==> config.mk <==
export PLATFORM = sky130hd
export DESIGN_NAME = bitwise_result_stage
export DESIGN_NICKNAME = d
export VERILOG_FILES = /design/src/rtl/bitwise_pkg.sv /design/src/rtl/bitwise_fifo2.sv /design/src/rtl/bitwise_result_stage.sv
export SDC_FILE = /design/constraint.sdc
export NUM_CORES = 1
export LEC_CHECK = 0
export CORE_MARGIN = 2
export CORE_UTILIZATION = 40
export DETAILED_ROUTE_END_ITERATION = 12
export HOLD_SLACK_MARGIN = 0.03
export PLACE_DENSITY = 0.68
export SETUP_SLACK_MARGIN = 0.3
export SYNTH_ARGS = -nofsm -noshare
export SYNTH_HDL_FRONTEND = slang
export SYNTH_SLANG_ARGS = --single-unit
==> constraint.sdc <==
create_clock -name clk -period 2.1 [get_ports clk]
set_input_delay 0.525 -clock clk [delete_from_list [all_inputs] [get_ports clk]]
set_output_delay 0.525 -clock clk [all_outputs]
set_load 0.005 [all_outputs]
==> src/rtl/bitwise_pkg.sv <==
// Shared types and defaults for the bitwise result stage.
package bitwise_pkg;

  typedef enum logic [1:0] {
    BW_AND  = 2'd0,
    BW_OR   = 2'd1,
    BW_XOR  = 2'd2,
    BW_XNOR = 2'd3
  } bw_op_e;

  localparam int unsigned BW_WIDTH_DEFAULT = 4;

endpackage

==> src/rtl/bitwise_fifo2.sv <==
// Generic 2-entry valid/ready FIFO; output holds the last popped word while empty.
module bitwise_fifo2 #(
  parameter int unsigned       DATA_W    = 8,
  parameter logic [DATA_W-1:0] RESET_VAL = '0
) (
  input  logic              clk,
  input  logic              rst,
  input  logic              in_valid_i,
  output logic              in_ready_o,
  input  logic [DATA_W-1:0] in_data_i,
  output logic              out_valid_o,
  input  logic              out_ready_i,
  output logic [DATA_W-1:0] out_data_o
);

  logic [DATA_W-1:0] mem_q [2];
  logic [DATA_W-1:0] last_q;
  logic              head_q, head_d;
  logic              tail_q, tail_d;
  logic [1:0]        occ_q, occ_d;
  logic              push, pop;

  // Ready depends only on registered occupancy, never on out_ready_i.
  assign in_ready_o  = ~rst && (occ_q != 2'd2);
  assign out_valid_o = (occ_q != 2'd0);
  assign out_data_o  = out_valid_o ? mem_q[head_q] : last_q;
  assign push        = in_valid_i && in_ready_o;
  assign pop         = out_valid_o && out_ready_i;

  always_comb begin
    head_d = pop ? ~head_q : head_q;
    tail_d = push ? ~tail_q : tail_q;
    occ_d  = occ_q;
    case ({push, pop})
      2'b10:   occ_d = occ_q + 2'd1;
      2'b01:   occ_d = occ_q - 2'd1;
      default: occ_d = occ_q;
    endcase
  end

  always_ff @(posedge clk or posedge rst) begin
    if (rst) begin
      mem_q[0] <= RESET_VAL;
      mem_q[1] <= RESET_VAL;
      last_q   <= RESET_VAL;
      head_q   <= 1'b0;
      tail_q   <= 1'b0;
      occ_q    <= 2'd0;
    end else begin
      if (push) mem_q[tail_q] <= in_data_i;
      if (pop) last_q <= mem_q[head_q];
      head_q <= head_d;
      tail_q <= tail_d;
      occ_q  <= occ_d;
    end
  end

endmodule

==> src/rtl/bitwise_result_stage.sv <==
// Selects AND/OR/XOR/XNOR per transaction, attaches zero/parity flags, buffers
// results in a 2-entry queue and counts delivered results.
module bitwise_result_stage
  import bitwise_pkg::*;
#(
  parameter int unsigned WIDTH = BW_WIDTH_DEFAULT,
  parameter int unsigned CNT_W = 16
) (
  input  logic             clk,
  input  logic             rst,
  input  logic             in_valid,
  output logic             in_ready,
  input  logic [1:0]       in_op,
  input  logic [WIDTH-1:0] in_and,
  input  logic [WIDTH-1:0] in_or,
  input  logic [WIDTH-1:0] in_xor,
  output logic             out_valid,
  input  logic             out_ready,
  output logic [WIDTH-1:0] out_result,
  output logic             out_zero,
  output logic             out_parity,
  output logic [CNT_W-1:0] out_count
);

  typedef struct packed {
    logic [WIDTH-1:0] result;
    logic             zero;
    logic             parity;
  } bw_entry_t;

  localparam int unsigned EntryW   = $bits(bw_entry_t);
  localparam bw_entry_t   EntryRst = '{result: '0, zero: 1'b1, parity: 1'b0};

  bw_entry_t        push_entry;
  bw_entry_t        head_entry;
  logic [WIDTH-1:0] sel;
  logic [CNT_W-1:0] count_q, count_d;

  always_comb begin
    sel = '0;
    case (bw_op_e'(in_op))
      BW_AND:  sel = in_and;
      BW_OR:   sel = in_or;
      BW_XOR:  sel = in_xor;
      BW_XNOR: sel = ~in_xor;
      default: sel = '0;
    endcase
    push_entry.result = sel;
    push_entry.zero   = (sel == '0);
    push_entry.parity = ^sel;
  end

  bitwise_fifo2 #(
    .DATA_W   (EntryW),
    .RESET_VAL(EntryRst)
  ) u_fifo (
    .clk        (clk),
    .rst        (rst),
    .in_valid_i (in_valid),
    .in_ready_o (in_ready),
    .in_data_i  (push_entry),
    .out_valid_o(out_valid),
    .out_ready_i(out_ready),
    .out_data_o (head_entry)
  );

  assign out_result = head_entry.result;
  assign out_zero   = head_entry.zero;
  assign out_parity = head_entry.parity;

  assign count_d = (out_valid && out_ready) ? count_q + 1'b1 : count_q;

  always_ff @(posedge clk or posedge rst) begin
    if (rst) count_q <= '0;
    else     count_q <= count_d;
  end

  assign out_count = count_q;

endmodule

==> impl_metrics.yaml <==
status:
  outcome: "complete, no violations"
global_route:
  grt_max_degree: 39
  grt_use_total: 0.176
  grt_pass1_vias: 1539
  overflow: 0
  antenna_found_initial: 0
  grt_first_pass_wirelength_mm: 7.17
routing:
  wirelength_mm: 4.39
  antenna_left: 0
  vias: 1555
  drcViolationCount: 0
  wl_per_cell_microns: 14.3
  firstDrtPassIters: 4
  drt_iter0_drc: 66
  viasPerCell: 5.08
clocking:
  cts_buffer_depth: 2
  clock-root-buffer: "clkbuf_8"
  numCtsBuffers: 5
  path_clk_slew_ns: 0.08
  htree_num_levels: 2
  clock_latency_ns: 0.30
  cts_tree: "done"
  cts.sinks: 38
  cts_hold_buf: 0
timing:
  rsz0062_at_grt: "true"
  setup_slack_ns: 0.161
  tns_ns: 0
  finalHoldViolCount: 0
  clock.fmax_ghz: 0.516
  setup-violations-final: 0
  finalCriticalPeriod_ns: 1.94
  finalCritPeriodShare: 0.923
  worst_pin_slew_ns: 0.479
  relSlewSlack: 0.681
  fin_skew_ns: 0.00842
  slew_violations: 0
setup_path:
  end_kind: "primary output"
  worst-path-max-fanout: 3
  worstSetupPathType: "flip-flop to primary output"
  startpoint: "u_fifo.occ_q[1]"
  crit_required_ns: 1.57
  cp.arrival_ns: 1.41
  regToRegStartpoint: "u_fifo.occ_q[1]"
  cp-start-kind: "flip-flop"
  r2r_slack_ns: 0.35
synth:
  yosys-top-cells-area: "dfrtp_1, mux2_2, xnor2_1"
  ys_ff_latch: 38
  synthFlopType: "dfrtp_1"
  synth_largest_area_cell: "dfrtp_1"
  yosysMostFrequentCell: "dfrtp_1"
  seq_area_frac_synth: 0.508
  yosysWarnings: 0
  syn_inst: 171
  postSynthAreaPerCell_sq_um: 11.0
  synthArstFlopShare: 1.00
  synth_top_cell_area_share: 0.466
  synth_common_cells: "dfrtp_1, a21oi_1, nor2_1"
  netlist-cell-type-count: 33
  syn-cell-area_sq_um: 1880
  synth-edff-count: 0
  synth.net_count: 193
run:
  maxCapViolCount: 0
power_and_ir_drop:
  power.share.combinational: 0.498
  p_seq_frac: 0.335
  power_leakage_nw: 1.36
  power_density_nw_per_um2: 1250
  p_switching_mw: 1.25
  power_frac_clock: 0.168
  vdd_ir_drop_max_mv: 0.787
  p_int_mw: 2.43
  p_sw_frac: 0.340
hold_path:
  holdCritStartpoint: "out_count[15]"
  hold_path_class: "flip-flop to flip-flop"
placed_design:
  place_ws_ns: -0.299
  dp_hpwl_mm: 2.62
  gp_congestion: 0.731
  dpl-instance-area_sq_um: 2460
  io_buffer_count: 41
die:
  initial_utilization: 0.423
  die_h_microns: 72.6
  coreArea_sq_um: 4440
  rows: 24
  die_area_sq_um: 5270
  io_pins: 42
  die_x_microns: 72.6
finish:
  diodes: 0
  design_area_sq_um: 2940
  nNetsFinal: 275
  area_growth_pct: 56.6
  drive_above_1_share: 0.461
==> path summary, 6_finish.rpt <==
path | end | depth (start not counted)
worst max-delay path | out_result[3] | 5
worst min register to register | out_count[15] | 1
min in group asynchronous | u_fifo.occ_q[1] | 4
worst min-delay path | out_count[15] | 1
worst max register to register | out_count[1] | 6
max in group asynchronous | u_fifo.mem_q[7] | 4
==> worst max-delay path, cell delays in order, from the launching register on <==
cell	delay (ns)
dfrtp_1	0.44
or2_4	0.28
buf_6	0.13
nor2_1	0.09
a21oi_1	0.04
buf_2	0.13
==> power by group through the flow <==
stage / sequential [mW] / clock (mW) / combinational (mW)
after floorplan: 1.19 / 0 / 0.795
after global placement: 1.24 / 0 / 1.31
after detailed placement: 1.25 / 0 / 1.33
after CTS: 1.24 / 0.626 / 1.61
after global routing: 1.27 / 0.655 / 1.99
final: 1.23 / 0.618 / 1.83
==> cell type report <==
class | instances | area [sq um]
clock buffer | 5 | 68.8
clock inverter | 3 | 40.0
fill | 363 | 1500
inverter | 6 | 26.3
multi-input combinational | 121 | 1080
sequential | 38 | 956
tap | 52 | 65.1
timing repair buffer | 81 | 704
==> stage by stage <==
| step | hold slack [ns] | power (mW) | utilization | std cells |
|---|---|---|---|---|
| global route | 0.505 | 3.92 | 0.662 | 306 |
| detailed placement | 0.469 | 2.58 | 0.553 | 271 |
| CTS | 0.485 | 3.48 | 0.627 | 295 |
| global placement | 0.463 | 2.55 | 0.553 | 271 |
| floorplan | 0.468 | 1.99 | - | 171 |
| finish | 0.476 | 3.68 | 0.662 | 306 |
==> flip-flops by register name, indices dropped and copies added, names as in the netlist <==
name           count
u_fifo.head_q      1
u_fifo.tail_q      1
u_fifo.occ_q       2
u_fifo.mem_q      12
u_fifo.last_q      6
out_count         16
==> logic make-up (layout without fill, tap and decap cells) <==
| family | Yosys count | in the layout | synth area share |
|---|---|---|---|
| AO/OA/AOI/OAI | 27 | 27 | 0.0838 |
| XOR/XNOR | 21 | 21 | 0.0978 |
| adder cells (fa/ha/maj) | 4 | 4 | 0.0266 |
| buffers and inverters | 13 | 95 | 0.0346 |
| flip-flops | 38 | 38 | 0.508 |
| multiplexers | 19 | 19 | 0.112 |
| AND/OR/NAND/NOR | 49 | 50 | 0.138 |
==> layout by cell type (no fill, tap or decap), drive strengths merged <==
cell type,count
a211oi,4
a21oi,16
and2,2
and3,2
and4,1
buf,47
bufinv,1
clkbuf,7
clkdlybuf4s50,19
clkinv,2
clkinvlp,1
dfrtp,35
dfstp,3
dlygate4sd2,9
dlymetal6s2s,4
ha,4
inv,5
mux2,13
mux2i,6
nand2,12
nand3,6
nand4,1
nor2,16
nor2b,4
nor3,1
nor4,2
o211ai,2
o21a,1
o21ai,4
or2,3
xnor2,14
xor2,7
==> what timing repair did <==
item                       4_1_cts  5_1_grt
cloned                           2        0
resized for setup               76       29
pin swaps                       16       10
setup buffers                   14       11
setup endpoints to repair       13       23
==> layer usage <==
metal / part of all wire / track usage / up-vias
li1: - / - / 747
met4: 0.013 / 0.0535 / 0
met3: 0.035 / 0.0389 / 8
met2: 0.51 / 0.299 / 32
met1: 0.44 / 0.223 / 768
met5: 0 / 0 / -
(Power assumes the default switching activity.)
